--- src/rtl/imem_port_arbiter.sv ---
// Single-port instruction memory arbiter: core fetch (32-bit word reads) vs I2C programming port (byte r/w).
// Optional IMEM_ARB_LOCK_EN adds i_prog_lock, which holds off fetch while programming.
module imem_port_arbiter #(
  parameter int ADDR_W     = 8,
  parameter int MEM_LAT    = 1,
  parameter int STARVE_MAX = 4
) (
  input  logic              i_clk,
  input  logic              i_nrst,
  input  logic              i_fetch_req,
  input  logic [ADDR_W-1:0] i_fetch_addr,
  output logic              o_fetch_gnt,
  output logic              o_fetch_valid,
  output logic [31:0]       o_fetch_data,
  input  logic              i_prog_req,
  input  logic              i_prog_we,
  input  logic [ADDR_W-1:0] i_prog_addr,
  input  logic [7:0]        i_prog_wdata,
`ifdef IMEM_ARB_LOCK_EN
  input  logic              i_prog_lock,
`endif
  output logic              o_prog_gnt,
  output logic              o_prog_valid,
  output logic [7:0]        o_prog_rdata,
  output logic [ADDR_W-1:0] o_mem_addr,
  output logic [7:0]        o_mem_wdata,
  output logic              o_mem_we,
  input  logic [31:0]       i_mem_rdata,
  output logic              o_busy,
  output logic              o_owner
);

  localparam int LW = (MEM_LAT > 1) ? $clog2(MEM_LAT) : 1;
  localparam int SW = $clog2(STARVE_MAX + 1);

  typedef enum logic [1:0] {IDLE, ACCESS, DONE} state_t;

  state_t            state_q, state_d;
  logic              first_q;
  logic [LW-1:0]     lat_q;
  logic [SW-1:0]     starve_q;
  logic [ADDR_W-1:0] addr_q;
  logic [7:0]        wdata_q;
  logic              we_q;
  logic              owner_q;
  logic [31:0]       fetch_data_q;
  logic [7:0]        prog_rdata_q;
  logic              lock;
  logic              fetch_ok;
  logic              prog_win;
  logic              fetch_win;

`ifdef IMEM_ARB_LOCK_EN
  assign lock = i_prog_lock;
`else
  assign lock = 1'b0;
`endif

  assign fetch_ok  = i_fetch_req & ~lock;
  assign prog_win  = i_prog_req & ~(fetch_ok & (starve_q == SW'(STARVE_MAX)));
  assign fetch_win = fetch_ok & ~prog_win;

  always_comb begin
    state_d = state_q;
    case (state_q)
      IDLE:    if (prog_win || fetch_win) state_d = ACCESS;
      ACCESS:  if (lat_q == '0) state_d = DONE;
      DONE:    state_d = IDLE;
      default: state_d = IDLE;
    endcase
  end

  always_ff @(posedge i_clk or negedge i_nrst) begin
    if (!i_nrst) begin
      state_q <= IDLE;
    end else begin
      state_q <= state_d;
    end
  end

  always_ff @(posedge i_clk or negedge i_nrst) begin
    if (!i_nrst) begin
      first_q      <= 1'b0;
      lat_q        <= '0;
      starve_q     <= '0;
      addr_q       <= '0;
      wdata_q      <= '0;
      we_q         <= 1'b0;
      owner_q      <= 1'b0;
      fetch_data_q <= '0;
      prog_rdata_q <= '0;
    end else begin
      first_q <= 1'b0;
      case (state_q)
        IDLE: begin
          if (prog_win || fetch_win) begin
            owner_q <= prog_win;
            addr_q  <= prog_win ? i_prog_addr : i_fetch_addr;
            we_q    <= prog_win & i_prog_we;
            lat_q   <= LW'(MEM_LAT - 1);
            first_q <= 1'b1;
            if (prog_win) wdata_q <= i_prog_wdata;
          end
        end
        ACCESS: begin
          if (lat_q != '0) begin
            lat_q <= lat_q - LW'(1);
          end else if (owner_q) begin
            prog_rdata_q <= we_q ? 8'h00 : i_mem_rdata[7:0];
          end else begin
            fetch_data_q <= i_mem_rdata;
          end
        end
        default: ;
      endcase

      // Fetch not asking (or locked out) means nothing is starving.
      if (lock) begin
        starve_q <= '0;
      end else if (state_q == IDLE) begin
        if (!i_fetch_req || fetch_win)
          starve_q <= '0;
        else if (prog_win && starve_q != SW'(STARVE_MAX))
          starve_q <= starve_q + SW'(1);
      end
    end
  end

  // Strobes decode from the async-reset state so they drop the moment reset asserts.
  assign o_fetch_gnt   = (state_q == ACCESS) & first_q & ~owner_q;
  assign o_prog_gnt    = (state_q == ACCESS) & first_q & owner_q;
  assign o_mem_we      = (state_q == ACCESS) & first_q & owner_q & we_q;
  assign o_fetch_valid = (state_q == DONE) & ~owner_q;
  assign o_prog_valid  = (state_q == DONE) & owner_q;
  assign o_busy        = (state_q != IDLE);
  assign o_owner       = owner_q;
  assign o_mem_addr    = owner_q ? addr_q : {addr_q[ADDR_W-1:2], 2'b00};
  assign o_mem_wdata   = wdata_q;
  assign o_fetch_data  = fetch_data_q;
  assign o_prog_rdata  = prog_rdata_q;

endmodule
--- config.mk ---
export PLATFORM = sky130hd
export DESIGN_NAME = imem_port_arbiter
export DESIGN_NICKNAME = d
export VERILOG_FILES = /design/src/rtl/imem_port_arbiter.sv
export SDC_FILE = /design/constraint.sdc
export NUM_CORES = 1
export LEC_CHECK = 0
export CELL_PAD_IN_SITES_DETAIL_PLACEMENT = 1
export CELL_PAD_IN_SITES_GLOBAL_PLACEMENT = 1
export CORE_ASPECT_RATIO = 0.5
export CORE_UTILIZATION = 31
export DETAILED_ROUTE_END_ITERATION = 7
export HOLD_SLACK_MARGIN = 0.12
export MAX_ROUTING_LAYER = met4
export PLACE_DENSITY_LB_ADDON = 0.1
export SLEW_MARGIN = 20
export SYNTH_ARGS = -nofsm -noshare
export SYNTH_HDL_FRONTEND = slang
export SYNTH_SLANG_ARGS = --single-unit
--- constraint.sdc ---
create_clock -name i_clk -period 1.8 [get_ports i_clk]
set_input_delay 0.36 -clock i_clk [delete_from_list [all_inputs] [get_ports i_clk]]
set_output_delay 0.36 -clock i_clk [all_outputs]
set_load 0.01 [all_outputs]
==> impl_metrics.yaml, run 1 <==
run_status:
  outcome: "finished clean"
cts:
  clkSlewWorstSetupHoldPaths_ns: 0.05
  clock_sinks: 64
  h-tree-depth: 3
  worstSkewPairLatency_ns: 0.32
  cts_tree: "yes"
  cts_buffers: 9
  clock_path_buffers: 2
  root_buffer: "clkbuf_16"
sta:
  fin_crit_sh_pct: 97.0
  setup_violations: 0
  clock-skew-final_ns: 0.00357
  hold_violations: 0
  fin_crit_ns: 1.75
  fin_hold_ws_ns: 0.478
  worst_slew_pin_slew_ns: 0.453
  drv_slew: 0
  slew_headroom_pct: 69.8
  maxClockFrequency_mhz: 573
logic_synthesis:
  synthCells: 216
  synth_area_leaders: "dfrtp_1 60%, mux2_2 14%, o21ai_0 3.6%"
  synth.ff_latch_count: 64
  ys_seq_area_share_pct: 60.0
  synth.top_cell.area_share_pct: 60.0
  yosysWarnings: 0
  syn_nets: 279
  synth.distinct_cells: 28
  yosysTopAreaCell: "dfrtp_1"
  avgSynthCellArea_um2: 12.4
  syn_area_mm2: 0.00267
drt:
  viasPerCell: 4.69
  routed_wl_um: 6920
  first_pass_iters: 4
  drtIter0Drc: 76
  drc_errors: 0
  routedWlPerCell_um: 14.9
  vias: 2173
  detail-route-antenna-nets: 0
worst_setup_path:
  worst_ep_arrival_time_ns: 1.39
  critical-path-top-delay-family: "buffers and inverters"
  worst-path-buf-inv: 2
  regToRegSetupSlack_ns: 0.24
  slowest_stage: "dfrtp_1"
  cp_cell_sequence: "buf_4 > nor2b_4 > and3_1 > clkdlybuf4s15_1"
  rr_startpoint: "state_q[1]"
  r2r_end: "o_mem_wdata[4]"
  cp-end-kind: "output port"
  startpoint_type: "register"
  critPathMaxFanout: 3
  timing.reg2reg.worst_path_depth: 5
  worstPathRequired_ns: 1.44
  worstSetupPathType: "register to output port"
  critical-path-max-stage-delay_ns: 0.39
final_layout:
  fill_cells: 862
  final_util_pct: 53.5
  n_antenna_cell: 0
  synthToLayoutAreaGrowth_pct: 63.8
  drive_gt1_share_pct: 20.5
  final_nets: 409
pwr:
  power.density_mw_per_mm2: 1790
  ir_worst_vdd_mv: 0.586
  leakage_nw: 1.87
  p_total_mw: 7.84
global_route:
  grt_max_degree: 47
  antenna_found_initial: 0
  grt-ovfl-total: 0
  grt_usage_pct: 17.1
  grt_pass1_wl_um: 11300
  grt_pass1_vias: 2256
hold_path:
  hp-start: "o_prog_rdata[3]"
  hold_path.class: "register to register"
  min_path_cells: 2
  hold_end: "o_prog_rdata[3]"
die:
  die_h_um: 67.6
  dieWidth_um: 133
  initial_core_util_pct: 32.7
  core_area_mm2: 0.00817
  io-pin-count: 124
  die_area_mm2: 0.00901
  rows: 23
placement:
  io_buffers: 123
  dp_hpwl_um: 5190
  routabilityCongestion: 0.803
job:
  drv_cap: 0
## layer usage
metal | vias to the layer above | global-route usage [%] | wire length [µm]
met4 | 0 | 5.11 | 63
met2 | 81 | 29.1 | 3490
li1 | 1010 | - | -
met1 | 1075 | 19.3 | 2880
met5 | - | - | 0
met3 | 7 | 6.08 | 486
## flip-flops by register name (all words and copies together), names as in the netlist
| register | cells |
|---|---|
| o_mem_wdata | 8 |
| starve_q | 3 |
| o_owner | 1 |
| o_prog_rdata | 8 |
| first_q | 1 |
| state_q | 2 |
| o_fetch_data | 32 |
| addr_q | 8 |
| we_q | 1 |
## area by class of cell
type	instances	area [µm²]	share of cell area [%]
Clock buffer	10	239	5.47
Clock inverter	6	82.6	1.89
Inverter	8	30.0	0.687
Multi-Input combinational cell	127	932	21.3
Sequential cell	64	1600	36.7
Tap cell	112	140	3.21
Timing Repair Buffer	136	1340	30.7
## report_power, final
part | internal (mW) | leakage (nW) | switching (mW)
Combinational | 2.06 | 0.947 | 1.39
Sequential | 2.16 | 0.763 | 0.391
Clock | 1.24 | 0.158 | 0.604
## placed cells by master, fill, tap and decap left out, drive strengths merged, types with 4 or more instances in the layout
| master | n |
|---|---|
| and2 | 5 |
| nand3 | 11 |
| clkbuf | 12 |
| buf | 13 |
| mux2 | 40 |
| nand2 | 19 |
| a21oi | 8 |
| clkdlybuf4s50 | 114 |
| o21ai | 19 |
| inv | 7 |
| clkinv | 4 |
| dfrtp | 64 |
| a31oi | 8 |
## through the flow
stage | setup slack [ns] | TNS, ns | instance area [µm²] | cells
after floorplan | 0.251 | 0 | 2670 | 216
after global placement | 0.0986 | 0 | 4020 | 443
after detailed placement | 0.0294 | 0 | 4020 | 443
after CTS | -0.0102 | -0.0182 | 4360 | 461
after global routing | -0.0102 | -0.0102 | 4370 | 463
final | 0.0542 | 0 | 4370 | 463
## worst min-delay path: cells and delay by family (launching register included)
family | cells | cell delay (ns)
simple gates | 1 | 0.05
flops | 1 | 0.34
compound gates | 1 | 0.06
## worst max-delay path by stage
stage	startpoint	endpoint	slack (ns)	cells past startpoint
floorplan	state_q[1]	o_mem_we	0.25	3
global placement	i_fetch_req	we_q	0.1	4
detailed placement	i_fetch_req	o_mem_wdata[4]	0.03	4
CTS	o_owner	o_mem_addr[1]	-0.01	2
global route	state_q[1]	o_fetch_gnt	-0.01	4
finish	state_q[1]	o_fetch_gnt	0.05	4
## Yosys cell counts, drive strengths merged
cell	n
a21oi	8
a31oi	8
and2	5
and3	2
buf	13
clkbuf	4
clkinv	1
dfrtp	64
ha	2
inv	7
mux2	40
mux2i	1
nand2	19
nand3	11
nand3b	1
nand4	1
nor2	2
nor2b	1
nor3	2
nor3b	2
o21ai	19
o22ai	2
or2	1
## what timing repair did
action,CTS,global route
hold buffers,1,0
buffers inserted,1,2
setup endpoints to repair,8,6
resized for setup,11,8
endpoints found under the hold margin,18,0
## cell families after synthesis
family	count (synthesis)	share of synthesized area (%)
buf+inv	25	5.34
mux	41	17.3
simple gates	47	9.05
compound gates	37	7.41
fa+ha+maj	2	0.937
flops	64	60.0
Note: power is estimated with default switching activity, not from simulation.
==> run 2: changes to the inputs <==
--- a/config.mk
+++ b/config.mk
@@ -11,9 +11,8 @@
 export CORE_UTILIZATION = 31
 export DETAILED_ROUTE_END_ITERATION = 7
 export HOLD_SLACK_MARGIN = 0.12
-export MAX_ROUTING_LAYER = met4
 export PLACE_DENSITY_LB_ADDON = 0.1
-export SLEW_MARGIN = 20
+export SLEW_MARGIN = 0
 export SYNTH_ARGS = -nofsm -noshare
 export SYNTH_HDL_FRONTEND = slang
 export SYNTH_SLANG_ARGS = --single-unit
==> impl_metrics.yaml, run 2 (same netlist as run 1, synthesis figures left out) <==
final_layout:
  fill_cells: 862
  n_antenna_cell: 0
  largest_register_ffs: 32
  drive_gt1_share_pct: 20.5
  final_nets: 409
  layout_common_cells: "114 x clkdlybuf4s50_1, 62 x dfrtp_1, 34 x mux2_2, 19 x o21ai_0, 19 x nand2_1"
  synthToLayoutAreaGrowth_pct: 63.8
  final_common_cell: "clkdlybuf4s50_1"
  final_util_pct: 53.5
die:
  initial_core_util_pct: 32.7
  die_h_um: 67.6
  dieWidth_um: 133
  rows: 23
  core_area_mm2: 0.00817
  io-pin-count: 124
  die_area_mm2: 0.00901
cts:
  cts_tree: "yes"
  clock_path_buffers: 2
  clock_sinks: 64
  h-tree-depth: 3
  clkSlewWorstSetupHoldPaths_ns: 0.05
  worstSkewPairLatency_ns: 0.32
  root_buffer: "clkbuf_16"
  cts_buffers: 9
worst_setup_path:
  cp_cell_sequence: "buf_4 > nor2b_4 > and3_1 > clkdlybuf4s15_1"
  critical-path-max-stage-delay_ns: 0.40
  regToRegSetupSlack_ns: 0.24
  timing.reg2reg.worst_path_depth: 5
  worst-path-buf-inv: 2
  worst_ep_arrival_time_ns: 1.39
  rr_startpoint: "state_q[1]"
  startpoint_type: "register"
  critPathMaxFanout: 3
  r2r_end: "o_mem_wdata[4]"
  cp-end-kind: "output port"
  worstSetupPathType: "register to output port"
  worstPathRequired_ns: 1.44
  critical-path-top-delay-family: "flip-flops"
  slowest_stage: "dfrtp_1"
sta:
  hold_violations: 0
  drv_slew: 0
  maxClockFrequency_mhz: 573
  tns_ns: 0
  fin_hold_ws_ns: 0.477
  setup_ws_ns: 0.0548
  worst_slew_pin_slew_ns: 0.449
  fin_crit_sh_pct: 97.0
  slew_headroom_pct: 70.1
  fin_crit_ns: 1.75
  clock-skew-final_ns: 0.00335
  setup_violations: 0
job:
  drv_cap: 0
global_route:
  grt_pass1_vias: 2252
  grt_pass1_wl_um: 11200
  grt-ovfl-total: 0
  antenna_found_initial: 0
  grt_max_degree: 47
  grt_usage_pct: 16.6
hold_path:
  min_path_cells: 2
  hp-start: "o_prog_rdata[3]"
  hold_path.class: "register to register"
  hold_end: "o_prog_rdata[3]"
drt:
  routed_wl_um: 6910
  detail-route-antenna-nets: 0
  drc_errors: 0
  vias: 2158
  drtIter0Drc: 65
  routedWlPerCell_um: 14.9
  first_pass_iters: 4
  viasPerCell: 4.66
pwr:
  leakage_nw: 1.87
  ir_worst_vdd_mv: 0.586
  power.density_mw_per_mm2: 1790
  p_total_mw: 7.84
placement:
  io_buffers: 123
  routabilityCongestion: 0.792
  dp_hpwl_um: 5190
  place_ws_ns: 0.0294
run_status:
  outcome: "finished clean"
==> run 2: layout make-up <==
type	count	area (µm²)	share of cell area, %
repair buffers	136	1340	30.7
inverters	8	30.0	0.687
flip-flops and latches	64	1600	36.7
well taps	112	140	3.21
multi-input cells	127	932	21.3
clock buffers	10	239	5.47
clock inverters	6	82.6	1.89
==> run 2: metrics by stage <==
stage / cells / instance area [µm²]
3_5_place_dp: 443 / 4020
4_1_cts: 461 / 4360
3_3_place_gp: 443 / 4020
6_report: 463 / 4370
2_1_floorplan: 216 / 2670
5_1_grt: 463 / 4370
==> run 2: how the worst max path moves through the flow <==
stage	startpoint	endpoint	slack, ns	cells after the start
after floorplan	state_q[1]	o_mem_we	0.25	3
final	state_q[1]	o_fetch_gnt	0.05	4
after global placement	i_fetch_req	we_q	0.1	4
after detailed placement	i_fetch_req	o_mem_wdata[4]	0.03	4
after CTS	o_owner	o_mem_addr[1]	-0.01	2
after global routing	state_q[1]	o_fetch_gnt	-0.009	4
==> run 2: repair_timing <==
action                     CTS  global route
buffers inserted             1             2
hold endpoints to repair    18             0
setup endpoints to repair    8             5
hold buffers                 1             0
resized for setup           11             8
pin swaps                    0             0
==> run 2: power breakdown <==
part / leakage (nW) / internal (mW) / switching [mW] / total [mW]
clock: 0.158 / 1.24 / 0.600 / 1.84
combinational: 0.947 / 2.06 / 1.39 / 3.45
sequential: 0.763 / 2.16 / 0.392 / 2.55
==> run 2: per-layer routing <==
metal	share of wire (%)	global-route usage, %	vias to the layer above
li1	-	-	1006
met1	42	19.3	1072
met2	50	29.1	74
met3	6.7	6.16	6
met4	0.88	5.11	0
met5	0	0	-
==> run 2: worst register-to-register path, delay by kind of cell (launching register included) <==
kind,cells,cell delay (ns)
DFF,1,0.40
muxes,1,0.36
buffers and inverters,2,0.35
and+or+nand+nor,2,0.34
